--- src/rtl/gauss_noise_acc_if.sv ---
`default_nettype none
// ============================================================================
//  Module   : gauss_noise_acc_if
//  Brief    : Request / sample / result bundle between a noise consumer,
//             the randn stage and gauss_noise_acc.
//  Revision : 1.0 - initial release
// ============================================================================
interface gauss_noise_acc_if #(
  parameter int BUFFER_SIZE = 16
);
  logic                   req;
  logic [BUFFER_SIZE-1:0] rnd_in;
  logic                   rnd_en;
  logic [BUFFER_SIZE-1:0] noise_out;
  logic                   noise_valid;
  logic                   busy;

  modport master (
    output req,
    output rnd_in,
    input  rnd_en,
    input  noise_out,
    input  noise_valid,
    input  busy
  );

  modport slave (
    input  req,
    input  rnd_in,
    output rnd_en,
    output noise_out,
    output noise_valid,
    output busy
  );
endinterface
`default_nettype wire

--- src/rtl/gauss_noise_acc.sv ---
`default_nettype none
// ============================================================================
//  Module   : gauss_noise_acc
//  Brief    : Sums 2**LOG2_N randn samples, shifts by SHIFT and saturates,
//             yielding one near-Gaussian noise word per request.
//  Revision : 1.0 - initial release
// ============================================================================
module gauss_noise_acc #(
  parameter int BUFFER_SIZE = 16,
  parameter int LOG2_N      = 2,
  parameter int SHIFT       = 1
) (
  input  wire logic          clk,
  input  wire logic          init,
  gauss_noise_acc_if.slave   bus
);

  localparam int c_acc_w  = BUFFER_SIZE + LOG2_N;
  localparam int c_n_sum  = 1 << LOG2_N;

  localparam logic [LOG2_N-1:0] c_cnt_last = LOG2_N'(c_n_sum - 1);

  // Saturation bounds expressed in accumulator width.
  localparam logic signed [c_acc_w-1:0] c_acc_max =
    {{(LOG2_N+1){1'b0}}, {(BUFFER_SIZE-1){1'b1}}};
  localparam logic signed [c_acc_w-1:0] c_acc_min =
    {{(LOG2_N+1){1'b1}}, {(BUFFER_SIZE-1){1'b0}}};

  localparam logic [BUFFER_SIZE-1:0] c_out_max = {1'b0, {(BUFFER_SIZE-1){1'b1}}};
  localparam logic [BUFFER_SIZE-1:0] c_out_min = {1'b1, {(BUFFER_SIZE-1){1'b0}}};

  typedef enum logic [1:0] {
    S_IDLE = 2'd0,
    S_ACC  = 2'd1,
    S_OUT  = 2'd2
  } state_t;

  state_t                     r_state;
  state_t                     w_state_nxt;
  logic signed [c_acc_w-1:0]  r_acc;
  logic [LOG2_N-1:0]          r_cnt;
  logic [BUFFER_SIZE-1:0]     r_noise;
  logic                       r_valid;

  logic signed [c_acc_w-1:0]  w_sample;
  logic signed [c_acc_w-1:0]  w_sum;
  logic signed [c_acc_w-1:0]  w_shifted;
  logic [BUFFER_SIZE-1:0]     w_sat;
  logic                       w_start;
  logic                       w_last;

  assign w_sample  = {{LOG2_N{bus.rnd_in[BUFFER_SIZE-1]}}, bus.rnd_in};
  assign w_sum     = r_acc + w_sample;
  assign w_shifted = w_sum >>> SHIFT;

  assign w_start = ((r_state == S_IDLE) || (r_state == S_OUT)) && bus.req;
  assign w_last  = (r_state == S_ACC) && (r_cnt == c_cnt_last);

  always_comb begin
    w_sat = w_shifted[BUFFER_SIZE-1:0];
    if (w_shifted > c_acc_max) begin
      w_sat = c_out_max;
    end else if (w_shifted < c_acc_min) begin
      w_sat = c_out_min;
    end
  end

  always_comb begin
    w_state_nxt = r_state;
    unique case (r_state)
      S_IDLE:  w_state_nxt = bus.req ? S_ACC : S_IDLE;
      S_ACC:   w_state_nxt = w_last  ? S_OUT : S_ACC;
      S_OUT:   w_state_nxt = bus.req ? S_ACC : S_IDLE;
      default: w_state_nxt = S_IDLE;
    endcase
  end

  always_ff @(posedge clk) begin
    if (init) begin
      r_state <= S_IDLE;
      r_acc   <= '0;
      r_cnt   <= '0;
      r_noise <= '0;
      r_valid <= 1'b0;
    end else begin
      r_state <= w_state_nxt;
      r_valid <= w_last;
      if (w_start) begin
        r_acc <= '0;
        r_cnt <= '0;
      end else if (r_state == S_ACC) begin
        r_acc <= w_sum;
        r_cnt <= r_cnt + 1'b1;
      end
      if (w_last) begin
        r_noise <= w_sat;
      end
    end
  end

  // Enable is decoded from state so randn advances exactly on ACC edges.
  assign bus.rnd_en      = (r_state == S_ACC);
  assign bus.busy        = (r_state != S_IDLE);
  assign bus.noise_out   = r_noise;
  assign bus.noise_valid = r_valid;

endmodule
`default_nettype wire

--- src/flat_wrapper.sv ---
// flat-port wrapper written by rule: the top's interface ports become plain ports
module gauss_noise_acc_flat 
#(
  parameter int BUFFER_SIZE = 16,
  parameter int LOG2_N      = 2,
  parameter int SHIFT       = 1
)
  (clk, init, bus_req, bus_rnd_in, bus_rnd_en, bus_noise_out, bus_noise_valid, bus_busy);
  gauss_noise_acc_if #(.BUFFER_SIZE(BUFFER_SIZE)) bus_i ();
  input  wire logic clk;
  input  wire logic init;
  input wire logic [$bits(bus_i.req)-1:0] bus_req;
  input wire logic [$bits(bus_i.rnd_in)-1:0] bus_rnd_in;
  output wire logic [$bits(bus_i.rnd_en)-1:0] bus_rnd_en;
  output wire logic [$bits(bus_i.noise_out)-1:0] bus_noise_out;
  output wire logic [$bits(bus_i.noise_valid)-1:0] bus_noise_valid;
  output wire logic [$bits(bus_i.busy)-1:0] bus_busy;
  assign bus_i.req = bus_req;
  assign bus_i.rnd_in = bus_rnd_in;
  assign bus_rnd_en = bus_i.rnd_en;
  assign bus_noise_out = bus_i.noise_out;
  assign bus_noise_valid = bus_i.noise_valid;
  assign bus_busy = bus_i.busy;
  gauss_noise_acc #(.BUFFER_SIZE(BUFFER_SIZE), .LOG2_N(LOG2_N), .SHIFT(SHIFT)) u_core (.clk(clk), .init(init), .bus(bus_i));
endmodule
--- config.mk ---
export PLATFORM = sky130hd
export DESIGN_NAME = gauss_noise_acc_flat
export DESIGN_NICKNAME = d
export VERILOG_FILES = /design/src/rtl/gauss_noise_acc_if.sv /design/src/rtl/gauss_noise_acc.sv /design/src/flat_wrapper.sv
export SDC_FILE = /design/constraint.sdc
export NUM_CORES = 1
export LEC_CHECK = 0
export CORE_MARGIN = 8
export CORE_UTILIZATION = 45
export CTS_CLUSTER_SIZE = 25
export DETAILED_ROUTE_END_ITERATION = 7
export PLACE_DENSITY = 0.74
export SYNTH_ARGS = -nofsm -noshare
export SYNTH_HDL_FRONTEND = slang
export SYNTH_SLANG_ARGS = --single-unit
--- constraint.sdc ---
create_clock -name clk -period 3.4 [get_ports clk]
set_input_delay 0.34 -clock clk [delete_from_list [all_inputs] [get_ports clk]]
set_output_delay 0.34 -clock clk [all_outputs]
set_load 0.02 [all_outputs]
==> flow_summary.yaml <==
synth:
  async_reset_ff_share_pct: 0
  yosysUniqueCellTypes: 54
  synth_top_cell_area_share_pct: 30.8
  ys_ff_latch: 39
  synth_largest_area_cell: "dfxtp_1"
  synth_cells: 289
  synth-edff-count: 0
  synth_warnings: 0
  synth_top_cells_by_area: "dfxtp_1 (31%), ha_1 (8.9%), nor2_1 (6.5%)"
  syn_avg_cell_area_um2: 8.76
  ys_seq_area_share_pct: 30.8
  synth-main-ff-cell: "dfxtp_1"
  yosysMostFrequentCell: "nor2_1"
  synth_area_um2: 2530
  synth_common_cells: "nor2_1 (44), dfxtp_1 (39), nand2_1 (21)"
  synth_nets: 327
drt:
  routedWlPerCell_um: 14.3
  drtPass1Iterations: 5
  vias: 2120
  drt_wl_total_um: 5650
  final_antenna_net_count: 0
  dr.first_iter.drc_count: 114
  remaining_drc_errors: 0
  via_per_inst: 5.37
critical_path:
  cp-start-kind: "input port"
  critPathArrivalTime_ns: 3.10
  required_ns: 3.53
  path_delay_family: "adder cells"
  critPathSlowestCell: "or4_4"
  critical_path_buf_inv_count: 1
  criticalPathCategory: "input port to flop"
  crit_path_end_kind: "flop"
  worstPathCellList: "clkdlybuf4s50_1, ha_1, fa_1, a21oi_2, o2bb2ai_2, o311a_4, or4_4, nand2_4, maj3_2, a211oi_2"
  crit_fanout: 16
  critPathMaxStageDelay_ns: 0.54
floorplanning:
  die_w_um: 91
  rows: 27
  die_area_um2: 8280
  start_util_pct: 46.3
  core-area_um2: 5470
  ios: 38
  die_y_um: 91
power_and_ir_drop:
  ir_drop_v: 0.000199
  switching_share_pct: 30.7
  cellLeakagePower_nw: 1.16
  p_comb_share_pct: 27.3
  p_int_w: 0.000834
  power_density_nw_per_um2: 394
  p_sw_w: 0.000370
  p_clk_share_pct: 33.0
  pwr-share-seq_pct: 39.7
placement:
  numPortBuffers: 37
  gpl.final_weighted_congestion: 0.875
  place_ws_ns: 0.135
  dp_hpwl_um: 4200
timing:
  setup_ws_ns: 0.434
  finClkSkew_ns: 0.00565
  fmax_mhz: 337
  fin_crit_ns: 2.97
  slew_viol_final: 0
  worst_slew_pin_slew_ns: 1.14
  fin_crit_sh_pct: 87.2
  rsz0062_at_grt: "no"
  finalHoldViolCount: 0
  tns_ns: 0
  setup_viol: 0
  maxSlewHeadroom_pct: 24.0
clock_network:
  clock_latency_ns: 0.29
  cts-root-buf: "clkbuf_8"
  cts-htree-levels: 2
  ctsHoldBuffers: 0
  cts_resized: 0
  clkTransAtPathRegs_ns: 0.08
  cts.sinks: 39
  clk_path_buf_depth: 2
  numCtsBuffers: 5
  post_cts_buffers: 0
  tritoncts: "built"
global_route:
  antenna_found_initial: 0
  grt-ovfl-total: 0
  track_usage_pct: 14.0
  grt_pass1_wl_um: 9800
  grt_max_degree: 32
  grt_pass1_vias: 2130
run_status:
  status: "finished clean"
final_layout:
  fillers: 516
  post_route_cells_drive_above_1_share_pct: 13.0
  syn2layout_area_growth_pct: 20.7
  antenna_cells: 0
  fin_nets: 360
run:
  maxCapViolCount: 0
worst_hold_path:
  hold_path.class: "flop to flop"
path summary, 6_finish.rpt:
| check | endpoint | slack, ns | depth (start not counted) | startpoint |
|---|---|---|---|---|
| min | u_core.r_cnt[1]$_SDFFE_PP0P_ | 0.46 | 2 | u_core.r_cnt[1]$_SDFFE_PP0P_ |
| min reg2reg | u_core.r_cnt[1]$_SDFFE_PP0P_ | 0.46 | 2 | u_core.r_cnt[1]$_SDFFE_PP0P_ |
| max | u_core.bus.noise_out[2]$_SDFFE_PP0P_ | 0.43 | 10 | bus_rnd_in[0] |
| max reg2reg | u_core.bus.noise_out[2]$_SDFFE_PP0P_ | 0.59 | 9 | u_core.r_acc[0]$_SDFFE_PP0P_ |
layout by cell type, fill, tap and decap left out, types with 2 or more instances in the layout:
cell and instances:
buf_4 3, nand2b_1 3, and2_1 3, o21bai_1 2, nor3_1 5, dfxtp_1 39, a21oi_1 19, a211oi_2 9
clkdlybuf4s50_1 37, nor2b_1 8, nor2_1 44, a211oi_1 9, xor2_1 4, maj3_1 5, a21o_1 4, o211ai_1 2
o21ai_0 14, maj3_2 9, clkbuf_8 5, ha_1 18, or2_2 2, and3_1 2, o21a_1 4, nand2_1 21
xnor2_1 12, o211a_1 3, inv_1 5, nand3_1 3
logic make-up after synthesis:
kind of cell	count (synthesis)	synth area share [%]
and+or+nand+nor	100	19.0
muxes	1	0.395
xor gates and xnor gates	16	5.54
buffers and inverters	19	3.56
adders and majority gates	33	15.7
DFF	39	30.8
AOI/OAI and AO/OA	81	25.0
cell type report:
type                            instances  area (um2)  share of cell area [%]
Inverter                                5        18.8                   0.614
Clock inverter                          3        43.8                    1.43
Clock buffer                            5        68.8                    2.25
Timing Repair Buffer                   40         393                    12.9
Multi-Input combinational cell        231        1660                    54.3
Sequential cell                        39         781                    25.6
Tap cell                               72        90.1                    2.95
registers in the layout, summed over array words and instances, names as in the netlist:
register	cells
u_core.bus.noise_valid	1
u_core.bus.noise_out	16
u_core.r_state	2
u_core.r_cnt	2
u_core.r_acc	18
worst reg2reg max path, cell delays in order (launching register included):
cell	delay, ns
dfxtp_1	0.32
ha_1	0.21
fa_1	0.43
a21oi_2	0.19
o2bb2ai_2	0.10
o311a_4	0.35
or4_4	0.54
nand2_4	0.22
maj3_2	0.24
a211oi_2	0.06
through the flow:
| step | hold WS, ns | cells | power (W) | utilization (%) | instance area, um2 |
|---|---|---|---|---|---|
| after floorplan | 0.440 | 289 | 0.000749 | - | 2530 |
| after global placement | 0.446 | 387 | 0.000811 | 53.8 | 2940 |
| after detailed placement | 0.452 | 387 | 0.000815 | 53.8 | 2940 |
| after CTS | 0.464 | 395 | 0.00121 | 55.8 | 3060 |
| after global routing | 0.490 | 395 | 0.00127 | 55.8 | 3060 |
| final | 0.464 | 395 | 0.00120 | 55.8 | 3060 |
metal layers:
layer  GRT usage [%]  routed length, um  up-vias
met1            18.5               2810      970
met5               0                  0        -
met2            22.4               2520       52
met4            3.14                 41        0
li1                -                  -     1092
met3            3.70                280        6
power groups by stage:
| stage | Clock, W | Sequential [W] | Combinational [W] |
|---|---|---|---|
| finish | 0.000397 | 0.000478 | 0.000329 |
| global route | 0.000427 | 0.000479 | 0.000363 |
| detailed placement | 0 | 0.000488 | 0.000327 |
| floorplan | 0 | 0.000487 | 0.000262 |
| global placement | 0 | 0.000488 | 0.000323 |
| CTS | 0.000408 | 0.000478 | 0.000329 |
Note: power is estimated with default switching activity, not from simulation.
==> RTL edit 1 (same settings) <==
`BUFFER_SIZE` is set to 16 in 3 places; all go to 32.
--- a/src/rtl/gauss_noise_acc_if.sv
+++ b/src/rtl/gauss_noise_acc_if.sv
@@ -7,5 +7,5 @@
 // ============================================================================
 interface gauss_noise_acc_if #(
-  parameter int BUFFER_SIZE = 16
+  parameter int BUFFER_SIZE = 32
 );
   logic                   req;
--- a/src/rtl/gauss_noise_acc.sv
+++ b/src/rtl/gauss_noise_acc.sv
@@ -7,5 +7,5 @@
 // ============================================================================
 module gauss_noise_acc #(
-  parameter int BUFFER_SIZE = 16,
+  parameter int BUFFER_SIZE = 32,
   parameter int LOG2_N      = 2,
   parameter int SHIFT       = 1
--- a/src/flat_wrapper.sv
+++ b/src/flat_wrapper.sv
@@ -2,5 +2,5 @@
 module gauss_noise_acc_flat 
 #(
-  parameter int BUFFER_SIZE = 16,
+  parameter int BUFFER_SIZE = 32,
   parameter int LOG2_N      = 2,
   parameter int SHIFT       = 1
Interface: changed (resized bus_noise_out and bus_rnd_in); port bits go from 38 to 70. No check against the original RTL was run, so the function may have changed too.
==> RTL edit 1 against the unedited design <==
Sequential power is 82% higher; clock skew is 5.6 ps higher; clock power is 100% higher; sequential cell count is 32 higher; synthesized cell count is 97% higher; cell count is 100% higher; synthesized area is 87% higher; first-iteration DRC count is 130% higher; final area is 96% higher; total power is 96% higher; setup slack worse by 240 ps; wire length is 130% higher; largest power group unchanged.
==> RTL edit 1: results (changes against the unedited design) <==
----------------------------------------------------
[Outcome]
  Status ... completed

[Logic synthesis]
  Fraction of synthesized cell area in xor and xnor cells ... 5.72% (+0.18 points)
  Post-synth top cells ... nor2_1, dfxtp_1, a21oi_1, ha_1, nand2_1
  Sequential fraction of the synthesis area ... 30.1% (-0.77 points)
  Cell area after synthesis ... 4730 µm² (+87%)
  Cells taking the most area after synthesis ... dfxtp_1, nor2_1, ha_1
  Multiplexer area fraction after synthesis ... 0% (-0.40 points)
  Post-synthesis net count ... 638 (+95%)
  Adder-Cell Fraction of Synth Area ... 16.8% (+1.1 points)

[Cells and area]
  Register share of the cell area ... 23.8% (-1.8 points)
  Max reg flops ... 34 (+16)
  Layout cell share with drive strength beyond 1 ... 19.2% (+6.2 points)
  Number of multi-input logic gates ... 451 (+95%)
  Flip-flop and latch count ... 71 (+82%)
  Fraction of area in non-clock buffers ... 16.7% (+3.8 points)

[Route]
  Detailed-routing wirelength on met1 ... 5680 µm (+100%)
  Final wirelength ... 12800 µm (+130%)
  Drt pass-1 iters ... 4 (-1)
  Wire length on met2 ... 6150 µm (+140%)
  Via count of the routed design ... 4330 (+100%)

[Placement]
  Post-detailed-placement cell area ... 5740 µm² (+95%)
  Placer's final routability congestion estimate ... 0.946 (+8.1%)
  Placed wire-length estimate ... 9510 µm (+130%)

[Power and ir drop]
  Overall power consumption ... 2.36 mW (+96%)
  Switching pwr ... 0.725 mW (+96%)
  Static Leakage ... 2.29 nW (+98%)
  Clk pwr share ... 34.5% (+1.5 points)

[GRT]
  First-pass GRT wire length ... 21700 µm (+120%)
  Met1 routing resource usage after global routing ... 21.8% (+3.3 points)

[Worst hold path]
  Critical hold path startpoint ... u_core.r_acc[14]

[Setup path]
  Worst reg-to-reg path cell count ... 13 (+4)

[STA]
  Worst Hold Slack ... 459 ps (-4.45 ps)
  Relative slew slack ... 56.3% (+32 points)

----------------------------------------------------
RTL edit 1: cell count changes after synthesis, sizes merged, moves of 7 or more:
cell,before,now
xor2,4,15
buf,2,10
nand2,22,34
nor2,44,116
clkbuf,12,24
inv,5,12
a211oi,18,39
a21oi,20,61
maj3,14,31
dfxtp,39,71
ha,18,34
RTL edit 1: worst max-delay path, stage by stage:
cell and delay, ps:
clkdlybuf4s50_1 400, ha_1 210, inv_1 70, fa_1 190
nor2b_1 60, o31ai_1 410, a21o_1 240, a21boi_0 130
o2111a_1 290, o41ai_1 320, xor2_1 120, buf_4 160
maj3_2 300, a211oi_2 220
RTL edit 1: through the flow:
| step | setup TNS, ps | std cells | utilization (%) | setup slack (ps) |
|---|---|---|---|---|
| CTS | 0 | 793 | 58.2 | 237 |
| detailed placement | -1600 | 777 | 55.8 | -115 |
| finish | 0 | 793 | 58.2 | 194 |
| global route | 0 | 793 | 58.2 | 10.3 |
| global placement | -37.4 | 777 | 55.8 | -16.4 |
| floorplan | 0 | 568 | - | 621 |
==> RTL edit 2 (config.mk and constraints unchanged) <==
Without the edit above. Add an input register stage for `init`; this delays it by one clock. The other inputs are not delayed to match.
--- a/src/rtl/gauss_noise_acc.sv
+++ b/src/rtl/gauss_noise_acc.sv
@@ -35,4 +35,10 @@
     S_OUT  = 2'd2
   } state_t;
+
+  logic init_q;
+
+  always_ff @(posedge clk) begin
+    init_q <= init;
+  end
 
   state_t                     r_state;
@@ -77,5 +83,5 @@
 
   always_ff @(posedge clk) begin
-    if (init) begin
+    if (init_q) begin
       r_state <= S_IDLE;
       r_acc   <= '0;
Formal check against the unedited RTL: not equivalent (Yosys sat finds a counterexample within 4 cycles, from zero or initial values).
==> RTL edit 2 against the unedited design <==
Total power fell by 2.7%; largest cell class unchanged; largest power group unchanged; final area rose by 0.12%; sequential share of layout area barely moved; synthesized area fell by 0.25%; wire length rose by 15%; synthesized cell count rose by 10%; highest routed layer unchanged; setup slack improved by 150 ps; sequential cell count did not move; critical endpoint is now u_core.bus.noise_out[1]; critical path type unchanged.
==> RTL edit 2: results (changes against the unedited design) <==
----------------------------------------------------
[GRT]
  First-pass GRT wire length ... 11200 µm (+14%)
  Met1 routing resource usage after global routing ... 20.6% (+2.1 points)
  Tot GR Track Use ... 15.9% (+1.9 points)
  Via count of the first global-routing pass ... 2273 (+6.7%)
  Met3 track utilization from global routing ... 4.41% (+0.70 points)
  Global-route met2 utilization ... 25.6% (+3.2 points)

[Route]
  Via count of the routed design ... 2401 (+13%)
  Drt pass-1 iters ... 4 (-1)
  1st-iter DRT viols ... 149 (+31%)

[Cells and area]
  Fill cells ... 546 (+5.8%)
  Layout cell share with drive strength beyond 1 ... 8.29% (-4.7 points)
  Non-Filler Instances ... 422 (+6.8%)
  Final nets ... 387 (+7.5%)
  Post-synthesis to final-layout area growth ... 21.2%

[Logic synthesis]
  Cells taking the most area after synthesis ... dfxtp_1, ha_1, a21oi_1
  Post-synth top cells ... nand2_1, dfxtp_1, a21oi_1, nor2_1
  Post-synthesis net count ... 356 (+8.9%)
  Count of unique library cells instantiated by Yosys ... 53 (-1.9%)

[Placement]
  Placer's final routability congestion estimate ... 0.868 (-0.87%)
  Post-detailed-placement cell area ... 2940 µm² (about the same)
  Worst slack after detailed placement ... 306 ps (+171 ps)
  Placed wire-length estimate ... 4730 µm (+13%)

[Setup path]
  Maximum net fanout on the critical path ... 15 (-1)
  Signal arrival time at the worst endpoint ... 3040 ps (-60 ps)
  Worst reg-to-reg path cell count ... 10 (+1)
  Reg-to-reg setup timing slack ... 720 ps (+130 ps)
  Delay of the slowest cell on the worst path ... 430 ps (-110 ps)

[Power and ir drop]
  Total power per unit cell area ... 383 nW/µm² (-2.8%)
  Static Leakage ... 1.16 nW (-0.21%)

[Worst hold path]
  Hold EP ... u_core.r_acc[4]
  Critical hold path startpoint ... u_core.r_acc[4]

[STA]
  Relative slew slack ... 41.3% (+17 points)
  Worst Hold Slack ... 460 ps (-3.79 ps)
  Portion of the clock cycle consumed by the worst path in the final layout ... 82.8% (-4.5 points)
  Clock skew ... 11.1 ps (+5.41 ps)

[Outcome]
  Status ... completed

----------------------------------------------------
[RTL edit 2: cell types whose count changed in the layout (fill, tap and decap cells not counted), moves of 5 or more]
cell	unedited run	this run
o21ai_1	1	6
nor2_1	44	27
a21oi_1	19	36
a211oi_2	9	0
maj3_2	9	0
o211ai_1	2	9
a32oi_1	0	5
xnor2_1	12	7
maj3_1	5	0
nand2_1	21	48
[RTL edit 2: cell type report]
type                       count  area share (%)
clock buffer                   5            2.25
clock inverter                 3            1.51
inverter                       2           0.245
multi-input combinational    258            53.9
sequential                    39            25.5
tap                           72            2.94
timing repair buffer          43            13.6
[RTL edit 2: logic make-up after synthesis]
kind of cell	Yosys count	share of synthesized area (%)
AND/OR/NAND/NOR	114	21.1
AO/OA/AOI/OAI	111	29.4
flip-flops	39	30.9
buffers and inverters	21	3.87
adder cells (fa/ha/maj)	19	9.71
XOR/XNOR	12	4.16
multiplexers	2	0.842
[RTL edit 2: worst min-delay path, stage by stage, from the launching register on]
cell     delay [ps]
dfxtp_1         320
nand2_1          50
a21oi_1          50
